--- config.mk ---
export PLATFORM = sky130hd
export DESIGN_NAME = serial_subtractor_flat
export DESIGN_NICKNAME = d
export VERILOG_FILES = /design/src/rtl/serial_subtractor_pkg.sv /design/src/rtl/serial_subtractor_if.sv /design/src/rtl/full_subtractor.sv /design/src/rtl/serial_subtractor.sv /design/src/flat_wrapper.sv
export SDC_FILE = /design/constraint.sdc
export NUM_CORES = 1
export LEC_CHECK = 0
export CORE_MARGIN = 5
export CORE_UTILIZATION = 40
export CTS_CLUSTER_SIZE = 8
export DETAILED_ROUTE_END_ITERATION = 16
export DONT_BUFFER_PORTS = 1
export HOLD_SLACK_MARGIN = 0.08
export SYNTH_ARGS = -nofsm -noshare
export SYNTH_HDL_FRONTEND = slang
export SYNTH_SLANG_ARGS = --single-unit
--- constraint.sdc ---
create_clock -name clk -period 2.08 [get_ports clk]
set_clock_uncertainty 0.1 [all_clocks]
set_input_delay 0.416 -clock clk [delete_from_list [all_inputs] [get_ports clk]]
set_output_delay 0.416 -clock clk [all_outputs]
set_load 0.05 [all_outputs]
--- src/rtl/serial_subtractor_pkg.sv ---
// Shared constants and state encoding for the bit-serial arithmetic units.
// The ripple adder uses the same default operand width.
package serial_subtractor_pkg;

    localparam int ARITH_W = 4;

    typedef enum logic [1:0] {
        SS_IDLE  = 2'd0,
        SS_SHIFT = 2'd1,
        SS_DONE  = 2'd2
    } ss_state_t;

endpackage

--- src/rtl/serial_subtractor_if.sv ---
// Operand/result bundle for the serial subtractor; the master issues operations.
interface serial_subtractor_if #(
    parameter int N = 4
);
    logic         start;
    logic [N-1:0] A;
    logic [N-1:0] B;
    logic         Bin;
    logic [N-1:0] D;
    logic         Bout;
    logic         busy;
    logic         done;

    modport master (
        output start, A, B, Bin,
        input  D, Bout, busy, done
    );

    modport slave (
        input  start, A, B, Bin,
        output D, Bout, busy, done
    );
endinterface

--- src/rtl/full_subtractor.sv ---
// One-bit full subtractor: d = a - b - bin, with borrow-out.
module full_subtractor (
    input  logic a,
    input  logic b,
    input  logic bin,
    output logic d,
    output logic bout
);
    assign d    = a ^ b ^ bin;
    assign bout = (~a & b) | (~(a ^ b) & bin);
endmodule

--- src/rtl/serial_subtractor.sv ---
// Bit-serial N-bit subtractor, LSB first: {Bout, D} = A - B - Bin.
// Operands are captured on start; the result appears with a one-cycle done pulse.
module serial_subtractor
    import serial_subtractor_pkg::*;
#(
    parameter int N = ARITH_W
) (
    input  logic                clk,
    input  logic                rst_n,
    serial_subtractor_if.slave  bus
);
    localparam int CW = (N > 1) ? $clog2(N) : 1;

    ss_state_t      state;
    logic [N-1:0]   ra;
    logic [N-1:0]   rb;
    logic [N-1:0]   rd;
    logic           br;
    logic [CW-1:0]  count;

    logic [N-1:0]   d_out;
    logic           bout_out;
    logic           busy_out;
    logic           done_out;

    logic           d_bit;
    logic           b_next;

    full_subtractor u_bit_slice (
        .a    (ra[0]),
        .b    (rb[0]),
        .bin  (br),
        .d    (d_bit),
        .bout (b_next)
    );

    always_ff @(posedge clk) begin
        if (!rst_n) begin
            state    <= SS_IDLE;
            ra       <= '0;
            rb       <= '0;
            rd       <= '0;
            br       <= 1'b0;
            count    <= '0;
            d_out    <= '0;
            bout_out <= 1'b0;
            busy_out <= 1'b0;
            done_out <= 1'b0;
        end else begin
            done_out <= 1'b0;
            case (state)
                SS_IDLE: begin
                    if (bus.start) begin
                        ra       <= bus.A;
                        rb       <= bus.B;
                        br       <= bus.Bin;
                        rd       <= '0;
                        count    <= '0;
                        busy_out <= 1'b1;
                        state    <= SS_SHIFT;
                    end
                end
                SS_SHIFT: begin
                    // Result bits enter at the top so after N shifts rd holds D in place.
                    rd    <= {d_bit, rd[N-1:1]};
                    ra    <= ra >> 1;
                    rb    <= rb >> 1;
                    br    <= b_next;
                    count <= count + 1'b1;
                    if (count == CW'(N - 1)) begin
                        state <= SS_DONE;
                    end
                end
                SS_DONE: begin
                    // D and Bout change together, so no partial result is ever visible.
                    d_out    <= rd;
                    bout_out <= br;
                    done_out <= 1'b1;
                    busy_out <= 1'b0;
                    state    <= SS_IDLE;
                end
                default: begin
                    state    <= SS_IDLE;
                    busy_out <= 1'b0;
                end
            endcase
        end
    end

    assign bus.D    = d_out;
    assign bus.Bout = bout_out;
    assign bus.busy = busy_out;
    assign bus.done = done_out;

endmodule
--- src/flat_wrapper.sv ---
// flat-port wrapper written by rule: the top's interface ports become plain ports
module serial_subtractor_flat import serial_subtractor_pkg::*;
#(
    parameter int N = ARITH_W
)
  (clk, rst_n, bus_start, bus_A, bus_B, bus_Bin, bus_D, bus_Bout, bus_busy, bus_done);
  serial_subtractor_if #(.N(N)) bus_i ();
  input  logic clk;
  input  logic rst_n;
  input wire logic [$bits(bus_i.start)-1:0] bus_start;
  input wire logic [$bits(bus_i.A)-1:0] bus_A;
  input wire logic [$bits(bus_i.B)-1:0] bus_B;
  input wire logic [$bits(bus_i.Bin)-1:0] bus_Bin;
  output wire logic [$bits(bus_i.D)-1:0] bus_D;
  output wire logic [$bits(bus_i.Bout)-1:0] bus_Bout;
  output wire logic [$bits(bus_i.busy)-1:0] bus_busy;
  output wire logic [$bits(bus_i.done)-1:0] bus_done;
  assign bus_i.start = bus_start;
  assign bus_i.A = bus_A;
  assign bus_i.B = bus_B;
  assign bus_i.Bin = bus_Bin;
  assign bus_D = bus_i.D;
  assign bus_Bout = bus_i.Bout;
  assign bus_busy = bus_i.busy;
  assign bus_done = bus_i.done;
  serial_subtractor #(.N(N)) u_core (.clk(clk), .rst_n(rst_n), .bus(bus_i));
endmodule
# After elaboration in Yosys (flattened, before gate mapping)
# Cells that the tools add are included.
# totals
output_inout_bits	7
input_bits	12
wordCells	45
reg_bits	24
# op_classes
n_addsub	1
n_bitwise	8
n_mux	16
n_reduce_logical	5
n_eq_ne	5
# ops
op	count
$pmux W4 S2	3
$mux W4	3
$pmux W2 S2	2
$mux W2	3
$reduce_and A2 Y1	3
$eq A2 B2 Y1 const B	2
$pmux W1 S2	2
$mux W1	3
$not A1 Y1	3
$add A2 B1 Y2 const B	1
$and A1 B1 Y1	2
$eq A2 B1 Y1 const B	1
$logic_not A2 Y1	1
$ne A2 B1 Y1 const B	1
$ne A2 B2 Y1 const B	1
$reduce_bool A2 Y1	1
$xor A1 B1 Y1	2
$or A1 B1 Y1	1

# Logic depth before layout (Yosys ltp)
# Gate-level depths: netlist of the first run.
# depth
depth_word	5
mapped_depth	5
ltp_nobuf	5

# By module
# Synthesis of the first run repeated with hierarchy kept, for this count alone.
# hier_totals
hier_cells	105
area_unflattened_um2	1018.5
# modules_own_cells
module	seq_area_each_um2	area_per_inst_um2	n_inst	cells_per_inst
serial_subtractor	480.5	987.2	1	101
full_subtractor	0.0	31.3	1	4

# Worst setup path before layout of the first run
# No wires, ideal clock.
# synth_timing
path_type	register -> register
start	register u_core.rb[0]
end	register u_core.br
path_buffers	0
path_slack_ns	0.831
setup_ns	0.081
t_required_ns	1.899
arrival_ns	1.068
path_stages_with_launch	6
period_less_slack_ns	1.249
path_cell_list	dfxtp_1 inv_1 fa_1 nor2b_1 a21oi_1 a211oi_2
# synth_between
elab_chain_len	5
elab_cells_between_ends	6
classes_between	mux: 1; bitwise: 5
# synth_rtl
element	line	text
from (decl)	serial_subtractor.sv:16	logic [N-1:0] rb;
from (signal assigned)	serial_subtractor.sv:55	rb <= bus.B;
from (signal assigned)	serial_subtractor.sv:67	rb <= rb >> 1;
$xor A1 B1 Y1	full_subtractor.sv:10	assign bout = (~a & b) | (~(a ^ b) & bin);
$not A1 Y1	full_subtractor.sv:10	
$and A1 B1 Y1	full_subtractor.sv:10	
$or A1 B1 Y1 *	full_subtractor.sv:10	
$pmux W1 S2 *	serial_subtractor.sv:51	case (state)
to (signal assigned)	serial_subtractor.sv:56	br <= bus.Bin;
to (signal assigned)	serial_subtractor.sv:68	br <= b_next;
to (decl)	serial_subtractor.sv:18	logic br;
# Mark *: on every way between the ends. The rest lies on a longest branch, timed or not.
# A chain may end at the register's enable or synchronous reset.

# Worst setup path after layout of the first run
# layout_timing
start	register u_core.state[1]
end	register u_core.ra[1]
# layout_between
elab_chain_len	3
elab_cells_between_ends	6
classes_between	eq/ne: 2; mux: 1; reduce/logical: 3
# layout_rtl
element	line	text
from (decl)	serial_subtractor.sv:14	ss_state_t state;
from (signal assigned)	serial_subtractor.sv:39	state <= SS_IDLE;
from (signal assigned)	serial_subtractor.sv:60	state <= SS_SHIFT;
from (signal assigned)	serial_subtractor.sv:71	state <= SS_DONE;
$eq A2 B1 Y1 or $logic_not A2 Y1 (tied branches)	serial_subtractor.sv:51	
$reduce_bool A2 Y1 (no source line) or $ne A2 B2 Y1 (tied branches)	--	
$reduce_and A2 Y1 (no source line)	--	
to (signal assigned)	serial_subtractor.sv:54	ra <= bus.A;
to (signal assigned)	serial_subtractor.sv:66	ra <= ra >> 1;
to (decl)	serial_subtractor.sv:15	logic [N-1:0] ra;
# Several ways; a longest one is shown, not always the timed one.

==> out/metrics.cfg, run 1 <==
[floorplan]
initial_core_util_pct = 41.1
die_area_um2 = 3630
num_rows = 18
die_w_um = 60.2
coreArea_um2 = 2450
die_height_um = 60.2
ios = 19

[final_layout]
layout-drive-gt1-share_pct = 10.6
antenna_cells = 0
nNetsFinal = 119
area_delta_synth_final_pct = 4.71
finalNonFillerCells = 134

[clocking]
clock_tree.root_cell = clkbuf_4
post_cts_buffers = 0
h-tree-depth = 1
clock_latency_ns = 0.31
clk_path_buf_depth = 2
cts-resized-gates = 0
cts.clk_slew.worst_paths_ns = 0.13
cts_hold_buffers = 0
tritoncts = done
cts_buffers = 3
cts_sinks = 24

[setup_path]
critPathMaxFanout = 18
cp.required_ns = 2.22
arrival_ns = 1.83
reg2reg_slack_ns = 0.39
start_kind = flop
critPathKind = reg -> reg
crit_path_end_kind = flop

[global_routing]
grt.overflow.total = 0
met1_usage_pct = 13.6
grt_pass1_wl_um = 3130
first_global_vias = 702
grt_start_max_net_pins = 19
busiest_layer = met2
grt_use_total_pct = 11.6
use_met2_pct = 18.8
antenna_found_initial = 0
grt_util_met3_pct = 3.24

[route]
drt_pre_antenna_iters = 4
avgViaCountPerCell = 5.37
wl_per_cell_um = 13.5
drc = 0
drt-total-wl_um = 1810
drt_iter0_markers = 11
antenna_left = 0
vias = 720

[place]
gp_congestion = 0.785
portBuffers = 0
placed_cells = 130
hpwl_um = 1310

[synthesis]
yosysSeqAreaShare_pct = 47.6
ys_seq_elements = 24
synth_cell_types = 24
syn_area_um2 = 1010
synth.largest_area_cell = dfxtp_1
yosysTopAreaCellShare_pct = 47.6
synth.area.top_cells = dfxtp_1 48%, mux2i_1 6.9%, nand2_1 4.5%, o22ai_1 4.3%, nor3_1 4.0%
yosysWarnings = 0
syn_nets = 120
syn_inst = 106
synth_area_per_cell_um2 = 9.51

[sta]
fin_tns_setup_ns = 0
fmax_mhz = 593
tightest_slew_ns = 0.690
maxSlewHeadroom_pct = 54.0
min_period_ns = 1.69
rsz0062_at_grt = no
maxSlewViolCount = 0
finalSetupViolations = 0
finalCritPeriodShare_pct = 81.0
final_hold_viol_count = 0

[power_and_ir_drop]
powerDensity_nw_per_um2 = 879
peakVddDrop_mv = 0.439
leakage_nw = 0.416

[run_status]
outcome = complete, no violations

[worst_hold_path]
min_path_type = in -> reg

[job]
maxCapViolCount = 0

[cell families (layout without fill, tap and decap cells)]
group                      count (synthesis)  after routing  share of synthesized area (%)
adders and majority gates                  2              2                           3.23
and+or+nand+nor                           42             42                           21.3
muxes                                      8              8                           8.44
AOI/OAI and AO/OA                         18             18                           12.5
buffers and inverters                     12             10                           6.82
DFF                                       24             24                           47.6
[layer usage]
metal  wire [µm]  share of wire, %
met4          24               1.3
met3         106               5.8
met2         866                48
met5           0                 0
met1         815                45
[cell usage in the layout, fill, tap and decap left out, drive strengths merged]
cell    netlist  routed
clkbuf        0       3
dfxtp        24      24
or2           1       1
bufinv        0       1
nor2         11      11
clkinv        1       1
mux2          1       1
a21oi         3       3
o22ai         7       7
buf           7       1
nor3          8       8
nor4b         4       4
nand2b        5       5
o21ai         4       4
inv           4       4
mux2i         7       7
o21ba         1       1
nand2        12      12
ha            1       1
fa            1       1
a211oi        3       3
nor2b         1       1
[synth_stat cells]
cell      count
nand2_1      12
nor2_1       10
mux2i_1       7
fa_1          1
nand2b_4      1
nor4b_1       4
nor2b_1       1
buf_6         2
clkinv_1      1
buf_4         1
o21ai_1       4
or2_1         1
nor3_1        8
a211oi_2      3
a21oi_1       3
mux2_4        1
o21ba_1       1
buf_2         4
nor2_2        1
inv_1         4
nand2b_1      4
o22ai_1       7
ha_1          1
dfxtp_1      24
[cell type report]
type	instances	area (µm²)
fillers	247	1400
clock inverters	1	30.0
clock buffers	3	22.5
well taps	30	37.5
multi-input cells	70	459
inverters	5	18.8
repair buffers	1	7.51
flip-flops and latches	24	480
[worst paths after layout]
| path | start | endpoint | depth (start not counted) |
|---|---|---|---|
| hold / removal | rst_n | u_core.state[1]$_SDFFE_PN0P_ | 2 |
| setup reg to reg | u_core.state[1]$_SDFFE_PN0P_ | u_core.ra[1]$_SDFFE_PN0P_ | 3 |
| setup / recovery | u_core.state[1]$_SDFFE_PN0P_ | u_core.ra[1]$_SDFFE_PN0P_ | 3 |
| hold reg to reg | u_core.ra[3]$_SDFFE_PN0P_ | u_core.ra[3]$_SDFFE_PN0P_ | 2 |
[sequential cells by signal, summed over array words and instances (netlist names)]
name and cells:
u_core.count 2, u_core.bus.done 1, u_core.state 2, u_core.bus.Bout 1, u_core.rd 4, u_core.bus.busy 1
u_core.rb 4, u_core.ra 4, u_core.bus.D 4, u_core.br 1
[power by group]
part           internal (W)  total (W)  switching (W)
registers          0.000483   0.000504      0.0000213
clock network      0.000195   0.000336       0.000141
logic             0.0000401  0.0000886      0.0000485
[through the flow]
step | worst slack, ns | instance area [µm²] | total power (W) | hold WS [ns] | util (%)
2_1_floorplan | 0.831 | 1010 | 0.000597 | 0.346 | -
3_3_place_gp | 0.468 | 1000 | 0.000600 | 0.358 | 40.9
3_5_place_dp | 0.425 | 1000 | 0.000605 | 0.364 | 40.9
4_1_cts | 0.391 | 1060 | 0.000942 | 0.0928 | 43.0
5_1_grt | 0.265 | 1060 | 0.000980 | 0.0917 | 43.0
6_report | 0.394 | 1060 | 0.000929 | 0.109 | 43.0
[worst max-delay path, stage by stage, from the launching register on]
cell and delay, ns:
dfxtp_1 0.45, o21ba_1 0.72, nor2_1 0.13, a211oi_2 0.21
Note: power is estimated with default switching activity, not from simulation.
==> run 2, diff against run 1 <==
==> constraint.sdc (replaced) <==
create_clock -name clk -period 1.51 [get_ports clk]
set_clock_uncertainty 0.1 [all_clocks]
set_input_delay 0.302 -clock clk [delete_from_list [all_inputs] [get_ports clk]]
set_output_delay 0.302 -clock clk [all_outputs]
set_load 0.05 [all_outputs]
==> run 2 against run 1 <==
  * Utilization grew 2.0 points
  * Non-clock buffer count grew 7
  * Die area is the same
  * Hold slack gained 0.0067 ns
  * Combinational power grew 63%
  * First-iteration DRC count grew 73%
  * Clock-buffer cell count grew 1
  * Critical path type is now in -> reg
  * Register-to-register slack lost 0.26 ns
  * Total power grew 27%
  * Routed wire length grew 5.7%
  * Clock power is essentially flat
==> out/metrics.cfg, run 2 (synthesis gave the netlist of run 1 again) <==
[run_status]
outcome = complete, no violations

[sta]
maxSlewHeadroom_pct = 61.3  ; +7.3 points
fin_tns_setup_ns = 0  ; unchanged
tightest_slew_ns = 0.579  ; -0.111 ns
finalCritPeriodShare_pct = 92.0
maxSlewViolCount = 0  ; unchanged
rsz0062_at_grt = no
finalSetupViolations = 0  ; unchanged
fmax_mhz = 720
final_hold_viol_count = 0  ; unchanged
min_period_ns = 1.39

[final_layout]
final_common_cell = dfxtp_1
antenna_cells = 0  ; unchanged
nFillCells = 245  ; -0.81%
multi_input_area_um2 = 459  ; unchanged
postLayoutCoreUtil_pct = 45.0  ; +2.0 points
seqCellArea_um2 = 483  ; +0.52%
nNetsFinal = 126  ; +5.9%
final_cell_mix = 22 x dfxtp_1, 12 x nand2_1, 10 x nor2_1
layout-drive-gt1-share_pct = 14.4  ; +3.8 points
area_delta_synth_final_pct = 9.55

[setup_path]
start_kind = primary input
critPathKind = in -> reg
critPathMaxFanout = 17  ; -1
cp.required_ns = 1.66  ; -0.56 ns
arrival_ns = 1.53  ; -0.30 ns
crit_path_end_kind = flop

[clocking]
cts_buffers = 3  ; unchanged
cts_sinks = 24  ; unchanged
clock_latency_ns = 0.31  ; about the same
post_cts_buffers = 0  ; unchanged
cts.clk_slew.worst_paths_ns = 0.13  ; about the same
tritoncts = done
clock_tree.root_cell = clkbuf_4
h-tree-depth = 1  ; unchanged
clk_path_buf_depth = 2  ; unchanged

[floorplan]
die_area_um2 = 3630  ; unchanged
num_rows = 18  ; unchanged
ios = 19  ; unchanged
coreArea_um2 = 2450  ; unchanged
initial_core_util_pct = 41.1  ; unchanged
die_w_um = 60.2  ; unchanged
die_height_um = 60.2  ; unchanged

[global_routing]
antenna_found_initial = 0  ; unchanged
grt_start_max_net_pins = 18  ; -1
first_global_vias = 779  ; +11%
grt_use_total_pct = 12.4  ; +0.74 points
grt.overflow.total = 0  ; unchanged
grt_pass1_wl_um = 3320  ; +6.2%

[route]
drc = 0  ; unchanged
antenna_left = 0  ; unchanged
wl_per_cell_um = 13.6  ; +0.43%
vias = 731  ; +1.5%
drt-total-wl_um = 1920  ; +5.7%
avgViaCountPerCell = 5.18  ; -3.5%
drt_iter0_markers = 19  ; +8
drt_pre_antenna_iters = 4  ; unchanged

[place]
gp_congestion = 0.741  ; -5.5%
portBuffers = 0  ; unchanged
hpwl_um = 1360  ; +4.3%

[power_and_ir_drop]
pwr-share-comb_pct = 12.2  ; +2.7 points
p_sw_w = 0.000297  ; +41%
power_frac_seq_pct = 59.1  ; +4.8 points
powerDensity_nw_per_um2 = 1070  ; +21%
leakage_nw = 0.441  ; +6.1%
p_int_w = 0.000880  ; +23%
peakVddDrop_mv = 0.565  ; +29%
p_sw_share_pct = 25.2  ; +2.5 points
power_frac_clock_pct = 28.7  ; -7.5 points

[worst_hold_path]
min_path_type = in -> reg

[job]
maxCapViolCount = 0  ; unchanged

-- run 2: what timing repair did --
item | in CTS | in global routing
hold buffers | 4 | 0
setup endpoints to repair | 0 | 2
endpoints found under the hold margin | 14 | 0
gates resized for setup | 0 | 2
-- run 2: final cells by class --
type,count,area share (%)
multi-input cells,70,41.6
well taps,30,3.40
clock buffers,4,3.28
inverters,5,1.70
flip-flops and latches,24,43.7
repair buffers,8,6.34
-- run 2: critical path, cell delays in order --
cell and delay (ns):
dlygate4sd3_1 0.91, o21ai_1 0.16, nor3_1 0.17
-- run 2: metrics by stage --
step | power (W) | hold slack [ns] | setup slack (ns) | cell area (µm²) | cells
floorplan | 0.000822 | 0.346 | 0.261 | 1010 | 106
global placement | 0.000832 | 0.334 | 0.157 | 1030 | 133
detailed placement | 0.000840 | 0.340 | 0.142 | 1030 | 133
CTS | 0.00118 | 0.110 | 0.0938 | 1100 | 141
global route | 0.00125 | 0.121 | 0.00601 | 1100 | 141
finish | 0.00118 | 0.116 | 0.120 | 1100 | 141
-- run 2: path summary, 6_finish.rpt --
kind / startpoint / end / slack (ns) / depth (start not counted)
hold / removal: bus_B[2] / u_core.rb[2]$_SDFFE_PN0P_ / 0.12 / 2
hold reg to reg: u_core.rb[3]$_SDFFE_PN0P_ / u_core.rb[3]$_SDFFE_PN0P_ / 0.38 / 2
setup reg to reg: u_core.state[0]$_SDFFE_PN0P_ / u_core.bus.D[3]$_SDFFE_PN0P_ / 0.13 / 3
setup / recovery: rst_n / u_core.rb[1]$_SDFFE_PN0P_ / 0.12 / 3
-- run 2: per-layer routing --
| metal | GRT usage, % | routed length, µm |
|---|---|---|
| met1 | 15.0 | 835 |
| met4 | 8.23 | 32 |
| met3 | 3.24 | 107 |
| met2 | 19.0 | 941 |
| met5 | 0 | 0 |
-- run 2: power by group through the flow --
stage | clock, W | sequential, W | combinational [W]
floorplan | 0 | 0.000702 | 0.000121
global placement | 0 | 0.000708 | 0.000124
detailed placement | 0 | 0.000709 | 0.000131
CTS | 0.000344 | 0.000696 | 0.000145
global route | 0.000382 | 0.000702 | 0.000163
finish | 0.000338 | 0.000696 | 0.000144
==> run 3, diff against run 2 <==
--- a/config.mk
+++ b/config.mk
@@ -5,12 +5,15 @@
 export SDC_FILE = /design/constraint.sdc
 export NUM_CORES = 1
 export LEC_CHECK = 0
+export CELL_PAD_IN_SITES_DETAIL_PLACEMENT = 2
+export CELL_PAD_IN_SITES_GLOBAL_PLACEMENT = 2
 export CORE_MARGIN = 5
-export CORE_UTILIZATION = 40
+export CORE_UTILIZATION = 33
 export CTS_CLUSTER_SIZE = 8
 export DETAILED_ROUTE_END_ITERATION = 16
 export DONT_BUFFER_PORTS = 1
 export HOLD_SLACK_MARGIN = 0.08
+export PLACE_DENSITY_LB_ADDON = 0.1
 export SYNTH_ARGS = -nofsm -noshare
 export SYNTH_HDL_FRONTEND = slang
 export SYNTH_SLANG_ARGS = --single-unit
==> run 3 against run 2 <==
  * First-iteration DRC count is 26% higher
  * Register-to-register slack gained 0.03 ns
  * Sequential share of layout area down 0.94 points
  * Global-route usage about the same
  * Clock power up 39%
==> out/metrics.cfg, run 3 (synthesis gave the netlist of run 1 again) <==
[final_layout]
final_cell_mix = 23 x dfxtp_1, 12 x nand2_1, 10 x nor2_1
nNetsFinal = 126  ; unchanged
nFillCells = 349  ; +42%
layout-drive-gt1-share_pct = 13.5  ; -0.90 points
fin_area_um2 = 1130  ; +1.9%
antenna_cells = 0  ; unchanged
area_delta_synth_final_pct = 11.7
seqCellArea_um2 = 482  ; -0.26%
final_common_cell = dfxtp_1
multi_input_area_um2 = 459  ; unchanged

[route]
drt_iter0_markers = 24  ; +5
wl_per_cell_um = 16.6  ; +22%
drc = 0  ; unchanged
drt-total-wl_um = 2390  ; +25%
avgViaCountPerCell = 5.19  ; +0.19%
vias = 748  ; +2.3%
antenna_left = 0  ; unchanged
drt_pre_antenna_iters = 2  ; -2

[sta]
min_period_ns = 1.39  ; +0.00282 ns
fmax_mhz = 718  ; -0.20%
finalCritPeriodShare_pct = 92.2  ; +0.19 points
maxSlewHeadroom_pct = 60.8  ; -0.46 points
maxSlewViolCount = 0  ; unchanged
fin_tns_setup_ns = 0  ; unchanged
finalSetupViolations = 0  ; unchanged
rsz0062_at_grt = no
whs_ns = 0.114  ; -0.00212 ns
final_hold_viol_count = 0  ; unchanged
tightest_slew_ns = 0.588  ; +0.00877 ns

[floorplan]
num_rows = 20  ; +2
die_w_um = 65.3  ; +8.4%
ios = 19  ; unchanged
initial_core_util_pct = 33.6  ; -7.5 points
die_area_um2 = 4260  ; +18%
die_height_um = 65.3  ; +8.4%
coreArea_um2 = 3000  ; +22%

[clocking]
clk_path_buf_depth = 2  ; unchanged
cts_sinks = 24  ; unchanged
tritoncts = done
post_cts_buffers = 0  ; unchanged
cts.clk_slew.worst_paths_ns = 0.14  ; about the same
clock_latency_ns = 0.32  ; about the same
clock_tree.root_cell = clkbuf_4
cts_buffers = 3  ; unchanged
h-tree-depth = 1  ; unchanged

[worst_hold_path]
hold_start = bus_B[1]
min_path_type = in -> reg

[global_routing]
antenna_found_initial = 0  ; unchanged
grt_pass1_wl_um = 4100  ; +24%
grt.overflow.total = 0  ; unchanged
grt_start_max_net_pins = 18  ; unchanged
first_global_vias = 857  ; +10%
grt_use_total_pct = 12.4  ; about the same

[place]
portBuffers = 0  ; unchanged
place_area_um2 = 1030  ; +0.37%
gp_congestion = 0.770  ; +3.9%
hpwl_um = 1660  ; +22%

[run_status]
outcome = complete, no violations

[setup_path]
arrival_ns = 0.99  ; -0.54 ns
cp-startpoint = u_core.bus.D[1]$_SDFFE_PN0P_
critPathKind = reg -> out
cp.required_ns = 1.11  ; -0.55 ns
critPathMaxFanout = 2  ; -15
timing.rr.start = u_core.rb[0]$_SDFFE_PN0P_
start_kind = flop
crit_path_end_kind = primary output

[power_and_ir_drop]
leakage_nw = 0.457  ; +3.4%
powerDensity_nw_per_um2 = 1170  ; +9.8%
peakVddDrop_mv = 0.293  ; -48%

[job]
maxCapViolCount = 0  ; unchanged

[run 3: cell count changes in the layout (fill, tap and decap cells not counted), sizes merged]
| cell | previous run | this run |
|---|---|---|
| bufinv | 0 | 1 |
| dlymetal6s4s | 0 | 1 |
| clkbuf | 4 | 3 |
| dlygate4sd3 | 4 | 3 |
[run 3: routing by layer]
metal	vias up	GRT usage (%)	part of all wire, %
met3	2	2.56	3.0
met4	0	3.89	0.46
li1	373	-	-
met1	365	15.6	47
met2	8	21.0	50
met5	-	0	0
[run 3: final cells by class]
type / count / share of cell area, %
Sequential cell: 24 / 42.8
Clock buffer: 3 / 2.00
Timing Repair Buffer: 8 / 6.44
Multi-Input combinational cell: 70 / 40.8
Inverter: 5 / 1.67
Tap cell: 33 / 3.67
Clock inverter: 1 / 2.67
[run 3: report_power, final]
group | switching [W] | leakage, nW | internal, W
logic | 0.0000822 | 0.232 | 0.0000711
clock network | 0.000203 | 0.0279 | 0.000268
registers | 0.0000287 | 0.197 | 0.000665
[run 3: repair_timing]
action	in CTS	in global routing
hold buffers	4	0
gates resized for setup	0	2
endpoints found under the setup margin	0	3
endpoints found under the hold margin	14	0
[run 3: path summary, 6_finish.rpt]
| path | slack [ns] | cells after the start | to |
|---|---|---|---|
| worst min-delay path | 0.11 | 2 | u_core.rb[1]$_SDFFE_PN0P_ |
| worst min register to register | 0.39 | 2 | u_core.ra[3]$_SDFFE_PN0P_ |
| worst max-delay path | 0.12 | 0 | bus_D[1] |
| worst max register to register | 0.16 | 5 | u_core.br$_SDFFE_PN0P_ |
[run 3: through the flow]
stage	utilization, %	std cells	power (W)	setup WS (ns)
3_3_place_gp	34.3	136	0.000843	0.134
4_1_cts	37.4	144	0.00134	0.0389
5_1_grt	37.5	144	0.00139	0.0643
2_1_floorplan	-	106	0.000822	0.261
6_report	37.5	144	0.00132	0.117
3_5_place_dp	34.3	136	0.000848	0.0763
